[src/rtl/can_tail_tx.sv]
// CAN frame tail sequencer: CRC delimiter, ACK slot/delimiter, EOF and intermission.
// Build option: `define OVERLOAD_DETECT_EN to flag dominant bits in IFS bits 0-1 as overload.
module can_tail_tx #(
   parameter int unsigned EOF_BITS = 7,
   parameter int unsigned IFS_BITS = 3
) (
   input  logic clk,
   input  logic reset,
   input  logic bit_tick,
   input  logic sp,
   input  logic start,
   input  logic ack_en,
   input  logic rx,
   output logic tx,
   output logic busy,
   output logic done,
   output logic ack_err,
   output logic form_err,
   output logic overload
);

   localparam int unsigned MAX_BITS = (EOF_BITS > IFS_BITS) ? EOF_BITS : IFS_BITS;
   localparam int unsigned CNT_W    = (MAX_BITS > 1) ? $clog2(MAX_BITS) : 1;
`ifdef OVERLOAD_DETECT_EN
   localparam bit OVL_EN = 1'b1;
`else
   localparam bit OVL_EN = 1'b0;
`endif

   typedef enum logic [2:0] {
      S_IDLE,
      S_ARMED,
      S_CRC_DEL,
      S_ACK_SLOT,
      S_ACK_DEL,
      S_EOF,
      S_IFS
   } state_t;

   state_t           state_q, state_d;
   logic [CNT_W-1:0] cnt_q, cnt_d;
   logic             role_q, role_d;
   logic             tx_q, tx_d;
   logic             done_q, done_d;
   logic             ack_err_q, ack_err_d;
   logic             form_err_q, form_err_d;
   logic             ovl_q, ovl_d;
   logic             abort;

   assign abort = ack_err_q | form_err_q | ovl_q;

   always_comb begin
      state_d    = state_q;
      cnt_d      = cnt_q;
      role_d     = role_q;
      ack_err_d  = ack_err_q;
      form_err_d = form_err_q;
      ovl_d      = ovl_q;

      // Samples judge the state being left, even when bit_tick coincides.
      if (sp) begin
         unique case (state_q)
            S_CRC_DEL, S_ACK_DEL, S_EOF: if (!rx) form_err_d = 1'b1;
            S_ACK_SLOT: if (!role_q && rx) ack_err_d = 1'b1;
            S_IFS: if (OVL_EN && !rx && (cnt_q < CNT_W'(2))) ovl_d = 1'b1;
            default: ;
         endcase
      end

      unique case (state_q)
         S_IDLE: begin
            if (start) begin
               state_d    = S_ARMED;
               cnt_d      = '0;
               role_d     = ack_en;
               ack_err_d  = 1'b0;
               form_err_d = 1'b0;
               ovl_d      = 1'b0;
            end
         end
         S_ARMED: if (bit_tick) state_d = S_CRC_DEL;
         default: begin
            if (bit_tick) begin
               if (abort) begin
                  state_d = S_IDLE;
               end else begin
                  unique case (state_q)
                     S_CRC_DEL:  state_d = S_ACK_SLOT;
                     S_ACK_SLOT: state_d = S_ACK_DEL;
                     S_ACK_DEL: begin
                        state_d = S_EOF;
                        cnt_d   = '0;
                     end
                     S_EOF: begin
                        if (cnt_q == CNT_W'(EOF_BITS - 1)) begin
                           state_d = S_IFS;
                           cnt_d   = '0;
                        end else begin
                           cnt_d = cnt_q + 1'b1;
                        end
                     end
                     S_IFS: begin
                        if (cnt_q == CNT_W'(IFS_BITS - 1)) begin
                           state_d = S_IDLE;
                           cnt_d   = '0;
                        end else begin
                           cnt_d = cnt_q + 1'b1;
                        end
                     end
                     default: state_d = S_IDLE;
                  endcase
               end
            end
         end
      endcase

      done_d = (state_d == S_IDLE) && (state_q != S_IDLE);
      tx_d   = !((state_d == S_ACK_SLOT) && role_d);
   end

   always_ff @(posedge clk) begin
      if (reset) begin
         state_q    <= S_IDLE;
         cnt_q      <= '0;
         role_q     <= 1'b0;
         tx_q       <= 1'b1;
         done_q     <= 1'b0;
         ack_err_q  <= 1'b0;
         form_err_q <= 1'b0;
         ovl_q      <= 1'b0;
      end else begin
         state_q    <= state_d;
         cnt_q      <= cnt_d;
         role_q     <= role_d;
         tx_q       <= tx_d;
         done_q     <= done_d;
         ack_err_q  <= ack_err_d;
         form_err_q <= form_err_d;
         ovl_q      <= ovl_d;
      end
   end

   assign tx       = tx_q;
   assign busy     = (state_q != S_IDLE);
   assign done     = done_q;
   assign ack_err  = ack_err_q;
   assign form_err = form_err_q;
   assign overload = ovl_q;

endmodule

[config.mk]
export PLATFORM = sky130hd
export DESIGN_NAME = can_tail_tx
export DESIGN_NICKNAME = d
export VERILOG_FILES = /design/src/rtl/can_tail_tx.sv
export SDC_FILE = /design/constraint.sdc
export NUM_CORES = 1
export LEC_CHECK = 0
export BUFFER_PORTS_ARGS = -buffer_cell sky130_fd_sc_hd__clkbuf_2
export CAP_MARGIN = 20
export CORE_MARGIN = 2
export CORE_UTILIZATION = 52
export CTS_BUF_LIST = sky130_fd_sc_hd__clkbuf_16
export CTS_CLUSTER_SIZE = 14
export DETAILED_ROUTE_END_ITERATION = 10
export PLACE_DENSITY_LB_ADDON = 0.2
export SETUP_SLACK_MARGIN = 0.02
export SYNTH_ARGS = -nofsm -noshare
export SYNTH_HDL_FRONTEND = slang
export SYNTH_SLANG_ARGS = --single-unit
[constraint.sdc]
create_clock -name clk -period 1.8 [get_ports clk]
set_input_delay 0 -clock clk [delete_from_list [all_inputs] [get_ports clk]]
set_output_delay 0 -clock clk [all_outputs]
set_load 0.02 [all_outputs]
# Yosys cells after proc, flatten, opt, wreduce, memory -nomap -nowiden
# Cells that the tools add are included.
# Widths: inputs -> output; s select.
# word_totals
register_bits	11
latchBits	0
ram_bits	0
rom_bits	0
inputBits	7
output_inout_bits	6
word_cells	60
mem_count	0
# op_classes
add_sub_neg	1
mul	0
n_div	0
magnitude_cmp	0
n_eq_ne	11
shift	0
mux	27
n_bitwise	2
n_reduce_logical	12
# ops
cell	n
$mux 3	11
$pmux 3 s5	1
$eq 3x2->1 const B	4
$eq 3x3->1 const B	4
$mux 1	12
$pmux 3 s2	2
$pmux 3 s3	1
$logic_not 3->1	2
$reduce_and 5->1	1
$reduce_bool 4->1	1
$add 3x1->3 const B	1
$eq 3x1->1 const B	1
$logic_and 1x1->1	3
$reduce_bool 3->1	1
$reduce_or 3->1	1
$logic_not 1->1	2
$ne 2x1->1 const B	1
$ne 2x2->1 const B	1
$reduce_bool 2->1	1
$not 1->1	1
$or 1x1->1	1

# Longest topological paths before layout
# Gate-level depths: netlist of the first run.
# logic_depth
depth_word	9
depth_mapped	6
mapped_depth_nobuf	6

# Worst setup path after synthesis of the first run
# OpenSTA, ideal clock, no wires.
# synth_timing
path_type	register to register
startpoint	register cnt_q[0]
endpoint	register done_q, in the netlist done
setup_time_ps	61
arrival_ps	1305
t_required_ps	1739
slack_ps	434
stages_incl_launch_ff	7
path_buffers	0
period_less_slack_ps	1366
cell_sequence	dfxtp_1 > inv_1 > ha_1 > nor2b_1 > o21ai_2 > a221oi_2 > and4bb_1
# synth_via
elab_chain_len	8
elab_cells_between_ends	10
cone_classes	eq/ne (2); mux (6); reduce/logical (2)
# synth_lines
element	line_no	rtl
start, declared	41	logic [CNT_W-1:0] cnt_q, cnt_d;
start signal, assigned	133	cnt_q <= cnt_d;
$eq 3x2->1 or $eq 3x3->1 (tied branches)	103, 95	
$mux 3 (on tied branches)	103, 95	
$pmux 3 s5 (*)	87	unique case (state_q)
$mux 3 (*)	84	if (abort) begin
$mux 3 (*)	83	if (bit_tick) begin
$pmux 3 s2 (*)	70	unique case (state_q)
$logic_not 3->1 (*)	117	done_d = (state_d == S_IDLE) && (state_q != S_IDLE);
$logic_and 1x1->1 (*)	117	
end signal, assigned	136	done_q <= done_d;
end, declared	44	logic done_q, done_d;
# Mark *: on every way between the ends. The rest lies on a longest branch, timed or not.
# A chain may end at the register's enable or synchronous reset.

# Worst setup path after layout of the first run
# Same ends and word-level chain as after synthesis.

==> results of run 1 <==
## path summary, 6_finish.rpt
kind	startpoint	endpoint	slack, ns
max	cnt_q[0]	done	0.27
min	ack_en	role_q	0.05
max reg2reg	cnt_q[0]	done	0.27
min reg2reg	cnt_q[0]	cnt_q[0]	0.49
## critical path, delay by kind of cell (launching register included)
family | cells | cell delay (ns)
simple gates | 2 | 0.41
flops | 1 | 0.32
buf+inv | 1 | 0.07
fa+ha+maj | 1 | 0.23
compound gates | 2 | 0.44
## cell usage after synthesis
master     number
nand2_1         4
nand4b_1        1
a21oi_1         4
o21ai_1         2
a21boi_2        1
nor2b_1         5
a221oi_2        1
nor3b_1         1
a32oi_1         2
ha_1            2
nand4_1         1
nor3b_2         2
conb_1          1
o21ba_1         1
or3b_1          1
o21ai_2         1
mux2i_1         1
nor3_1          3
nor2_1          5
nand3_1         3
buf_6           2
and2b_1         1
o21a_2          1
buf_4           3
inv_1           4
o2111ai_1       3
nand3b_1        1
o21bai_1        1
o21ai_0         2
o21a_1          2
and4bb_1        2
or3_4           1
nor4b_4         1
dfxtp_1        11
nand2b_1        2
## flip-flops by register name, summed over array words and instances, names as in the netlist
register / cells
done: 1
tx: 1
form_err: 1
cnt_q: 3
ack_err: 1
role_q: 1
state_q: 3
## metal layers
metal | track usage | share of wire | wire length [um]
met4 | 0.145 | 0.026 | 37
met5 | 0 | 0 | 0
met1 | 0.287 | 0.48 | 681
met2 | 0.297 | 0.45 | 639
met3 | 0.0489 | 0.033 | 47
## logic make-up (layout without fill, tap and decap cells)
family	count (synthesis)	after routing	share of synthesized area
buf+inv	9	20	0.0836
other cells	1	1	0.00522
mux	1	1	0.0139
flops	11	11	0.307
fa+ha+maj	2	2	0.0348
simple gates	34	34	0.333
compound gates	21	21	0.223
## layout make-up
| class | count | area [um2] | area share |
|---|---|---|---|
| repair buffers | 12 | 62.6 | 0.0751 |
| clock buffers | 3 | 75.1 | 0.0901 |
| well taps | 15 | 18.8 | 0.0225 |
| flip-flops and latches | 11 | 220 | 0.264 |
| clock inverters | 1 | 3.75 | 0.00450 |
| multi-input cells | 59 | 438 | 0.526 |
| inverters | 4 | 15.0 | 0.0180 |
## power by group through the flow
| stage | registers, uW | clock network, uW | logic (uW) |
|---|---|---|---|
| 2_1_floorplan | 268 | 0 | 88.1 |
| 3_3_place_gp | 276 | 0 | 96.2 |
| 3_5_place_dp | 276 | 0 | 95.8 |
| 4_1_cts | 272 | 404 | 97.8 |
| 5_1_grt | 274 | 415 | 109 |
| 6_report | 272 | 403 | 97.3 |
## metrics by stage
step	total power (uW)	setup WS (ns)
final	772	0.275
after global routing	798	0.161
after CTS	774	0.268
after detailed placement	372	0.294
after global placement	372	0.348
after floorplan	357	0.434
==> impl_metrics.py, run 1 <==
metrics = {
    "worst_setup_path": {
        "worstRegToRegCells": 6,
        "cp_slowest_stage_delay_ns": 0.33,
        "worst_ep_arrival_time_ns": 1.71,
        "setup.worst_path.end_class": "flop",
        "slowest_stage": "a221oi_2",
        "crit_fanout": 5,
        "crit_chain": "inv_1 > ha_1 > nor2b_1 > o21ai_2 > a221oi_2 > and4bb_1",
        "critical_path_class": "reg2reg",
        "critPathLaunchType": "flop",
        "cp.required_ns": 1.98,
    },
    "timing": {
        "period_needed_ns": 1.53,
        "rsz0062_at_grt": "no",
        "hold_viol_final": 0,
        "setup_viol": 0,
        "slew_viol_final": 0,
        "holdWs_ns": 0.0529,
        "post-route-period-util": 0.847,
        "slew_headroom": 0.648,
        "fin_skew_ns": 0.000998,
        "fmax_mhz": 656,
        "fin_tns_setup_ns": 0,
        "worstMarginPinSlew_ns": 0.528,
    },
    "run": {
        "drv_cap": 0,
    },
    "placed_design": {
        "hpwl_um": 1010,
        "port-buffer-count": 11,
        "gp_congestion": 0.831,
        "dp.cells": 101,
        "placed_area_um2": 754,
    },
    "layout": {
        "nFillCells": 123,
        "fin_area_um2": 833,
        "instances_no_fill": 105,
        "synthToLayoutAreaGrowth_pct": 16.0,
        "final_cell_mix": "dfxtp_1, clkbuf_2, inv_1, nor2b_1, nor2_1",
        "final_nets": 100,
        "utilization": 0.640,
        "diodes": 0,
        "drive_above_1_share": 0.256,
    },
    "die": {
        "die_h_um": 41.2,
        "io-pin-count": 13,
        "rows": 13,
        "dieArea_um2": 1690,
        "start_util": 0.552,
        "die_w_um": 41.2,
        "design.core.area_um2": 1300,
    },
    "logic_synthesis": {
        "yosys_warnings": 0,
        "synth.top_cell.area_share": 0.307,
        "synth-seq-cells": 11,
        "synthTopCellsByArea": "dfxtp_1, nor2b_1, o2111ai_1, and4bb_1, ha_1",
        "synthesis.nets": 88,
        "synth_area_per_cell_um2": 9.09,
        "synth_cell_types": 35,
        "synth_area_um2": 718,
        "ys_seq_area_frac": 0.307,
        "yosys.area.top_type": "dfxtp_1",
        "syn_inst": 79,
    },
    "routing": {
        "drtIter0Drc": 4,
        "wl_per_cell_um": 13.4,
        "drc_errors": 0,
        "via_per_inst": 5.71,
        "first_pass_iters": 2,
        "vias": 600,
        "postRouteWirelength_um": 1410,
        "antenna_left": 0,
    },
    "clock_network": {
        "clock_latency_ns": 0.24,
        "clk_path_buf_depth": 2,
        "cts_tree": "done",
        "clock_sinks": 11,
        "h-tree-depth": 1,
        "cts_inserted_buffers": 3,
        "postCtsSetupRepairBufs": 0,
        "cts_root_buf": "clkbuf_16",
        "ctsResizeCount": 0,
        "path_clk_slew_ns": 0.04,
        "ctsHoldBuffers": 0,
    },
    "grt": {
        "grt_max_degree": 14,
        "overflow": 0,
        "antenna_found_initial": 0,
        "grt_pass1_vias": 527,
        "grt.total_usage": 0.213,
        "grt_pass1_wl_um": 2250,
    },
    "power_and_ir_drop": {
        "sequentialPowerShare": 0.352,
        "p_int_uw": 594,
        "p_comb_frac": 0.126,
        "ir_drop_mv": 0.587,
        "clock_power_share": 0.522,
        "p_leak_uw": 0.000347,
        "p_switching_uw": 178,
        "powerDensity_nw_per_um2": 927,
        "p_sw_frac": 0.231,
    },
    "outcome": {
        "status": "completed",
    },
    "worst_hold_path": {
        "min_path_cells": 3,
        "min_path_type": "in2reg",
    },
}
Power figures use the tool's default switching activity.
==> run 2: changes to the inputs <==
- ABC_AREA: not set -> 1
- CORE_UTILIZATION: 52 -> 53
- clock period: 1.8 -> 1.41 ns (I/O delays scaled with it)
==> run 2 against run 1 <==
  * Sequential share of layout area shrank 2.0 points
  * Critical path type unchanged
  * Cell count grew 43%
  * Sequential power grew 29%
  * Worst hold slack is essentially flat
  * Critical endpoint unchanged
  * Critical path depth grew 4
  * Via count grew 30%
==> impl_metrics.py, run 2 <==
metrics = {
    "logic_synthesis": {
        "yosys_warnings": 0,
        "synthTopCellsByArea": "dfxtp_1, nand2_1, nor2_1, inv_1, nand3_1",
        "synth_area_per_cell_um2": 6.29,
        "synth_edf_count": 0,
        "synth.top_cell.area_share": 0.285,
        "async_reset_ff_frac": 0,
        "synth-seq-cells": 11,
        "synth_cell_types": 25,
        "synthesis.nets": 132,
        "yosys.area.top_type": "dfxtp_1",
        "ys_seq_area_frac": 0.285,
        "synth_top_flop_cell": "dfxtp_1",
        "syn_inst": 123,
        "synth_common_cells": "nand2_1, nor2_1, inv_1",
        "synth_area_um2": 773,
        "yosys.cell_count.top_type": "nand2_1",
    },
    "placed_design": {
        "dp.cells": 146,
        "gp_congestion": 0.821,
        "hpwl_um": 1260,
        "port-buffer-count": 11,
        "post-place-ws_ns": 0.0702,
    },
    "power_and_ir_drop": {
        "finalPower_uw": 1040,
        "p_leak_uw": 0.000484,
        "p_switching_uw": 279,
        "p_sw_frac": 0.267,
        "powerDensity_nw_per_um2": 1140,
        "clock_power_share": 0.506,
        "ir_drop_mv": 0.950,
        "sequentialPowerShare": 0.335,
        "p_comb_frac": 0.159,
        "p_int_uw": 765,
    },
    "layout": {
        "final_nets": 145,
        "diodes": 0,
        "nFillCells": 113,
        "synthToLayoutAreaGrowth_pct": 18.8,
        "final_common_cell": "nand2_1",
        "top_regs": "cnt_q (3), state_q (3)",
        "drive_above_1_share": 0.304,
        "final_cell_mix": "nand2_1, inv_1, nor2_1",
        "instances_no_fill": 150,
    },
    "clock_network": {
        "clock_sinks": 11,
        "cts_inserted_buffers": 3,
        "postCtsSetupRepairBufs": 0,
        "h-tree-depth": 1,
        "cts_root_buf": "clkbuf_16",
        "path_clk_slew_ns": 0.04,
        "clk_path_buf_depth": 2,
        "cts_tree": "done",
        "clock_latency_ns": 0.24,
    },
    "run": {
        "drv_cap": 0,
    },
    "routing": {
        "wl_per_cell_um": 11.9,
        "antenna_left": 0,
        "first_pass_iters": 4,
        "postRouteWirelength_um": 1790,
        "vias": 780,
        "drc_errors": 0,
        "drtIter0Drc": 27,
        "via_per_inst": 5.20,
    },
    "worst_setup_path": {
        "crit_fanout": 4,
        "cp.required_ns": 1.55,
        "critPathLaunchType": "flop",
        "setup.worst_path.end_class": "flop",
        "worst_ep_arrival_time_ns": 1.41,
        "critical_path_class": "reg2reg",
    },
    "timing": {
        "slew_viol_final": 0,
        "fin_skew_ns": 0.000528,
        "fmax_mhz": 786,
        "rsz0062_at_grt": "no",
        "fin_tns_setup_ns": 0,
        "post-route-period-util": 0.902,
        "hold_viol_final": 0,
        "period_needed_ns": 1.27,
        "setup_viol": 0,
        "setup_ws_ns": 0.138,
    },
    "die": {
        "die_w_um": 42.2,
        "start_util": 0.580,
        "design.core.area_um2": 1330,
        "die_h_um": 42.2,
        "dieArea_um2": 1780,
        "rows": 13,
        "io-pin-count": 13,
    },
    "grt": {
        "grt_pass1_vias": 710,
        "grt.total_usage": 0.227,
        "grt_pass1_wl_um": 3040,
        "antenna_found_initial": 0,
        "grt_max_degree": 14,
        "overflow": 0,
    },
    "outcome": {
        "status": "completed",
    },
    "worst_hold_path": {
        "min_path_type": "in2reg",
    },
}
-- run 2: cell count changes in the layout (fill, tap and decap cells not counted), sizes merged, moves of 2 or more --
cell and change:
a21oi +2, nor3b -3, nand2 +32, nand3 +6, nand2b -2, o2111ai -3
a32oi -2, and4bb -2, o21a -3, nor2 +15, nor2b -5, inv +16
-- run 2: area by class of cell --
type | instances | area, um2 | share of cell area
Multi-Input combinational cell | 88 | 459 | 0.500
Timing Repair Buffer | 11 | 55.1 | 0.0599
Sequential cell | 11 | 224 | 0.244
Inverter | 21 | 81.3 | 0.0886
Clock buffer | 3 | 75.1 | 0.0817
Tap cell | 15 | 18.8 | 0.0204
Clock inverter | 1 | 5.00 | 0.00545
-- run 2: metal layers --
layer | track usage | part of all wire | wire [um]
met2 | 0.363 | 0.48 | 851
met3 | 0.0776 | 0.062 | 111
met4 | 0.0563 | 0.0095 | 17
met5 | 0 | 0 | 0
met1 | 0.292 | 0.45 | 809
-- run 2: cell families after synthesis --
group | Yosys count | synth area share
fa+ha+maj | 2 | 0.0324
flops | 11 | 0.285
other cells | 1 | 0.00485
compound gates | 14 | 0.115
simple gates | 70 | 0.411
buf+inv | 24 | 0.141
xor+xnor | 1 | 0.0113
-- run 2: path summary, 6_finish.rpt --
path | to | depth (start not counted) | from | slack (ns)
hold / removal | cnt_q[2] | 2 | reset | 0.05
hold reg to reg | cnt_q[2] | 2 | cnt_q[2] | 0.54
setup / recovery | done | 10 | cnt_q[0] | 0.14
setup reg to reg | done | 10 | cnt_q[0] | 0.14
-- run 2: stage by stage --
| step | cell area (um2) | hold slack, ns | utilization |
|---|---|---|---|
| 3_3_place_gp | 817 | 0.286 | 0.613 |
| 3_5_place_dp | 817 | 0.290 | 0.613 |
| 2_1_floorplan | 773 | 0.0624 | - |
| 4_1_cts | 897 | 0.0413 | 0.673 |
| 6_report | 918 | 0.0525 | 0.689 |
| 5_1_grt | 918 | 0.0514 | 0.689 |
-- run 2: power by group through the flow --
stage / sequential, uW / combinational [uW] / clock (uW)
CTS: 347 / 162 / 534
finish: 350 / 166 / 528
detailed placement: 352 / 158 / 0
floorplan: 349 / 122 / 0
global placement: 351 / 156 / 0
global route: 351 / 186 / 552
-- run 2: timing repair --
action | in CTS | in global routing
hold buffers | 0 | 0
endpoints found under the hold margin | 0 | 0
resized for setup | 0 | 9
setup endpoints to repair | 0 | 7
-- run 2: worst max-delay path, cell delays in order, from the launching register on --
cell	delay, ns
dfxtp_2	0.35
inv_1	0.05
ha_2	0.19
nand3_1	0.11
nand2_1	0.07
inv_1	0.07
nand2_2	0.06
nor2_2	0.09
nor2_2	0.05
nand2_1	0.07
nor2_1	0.03
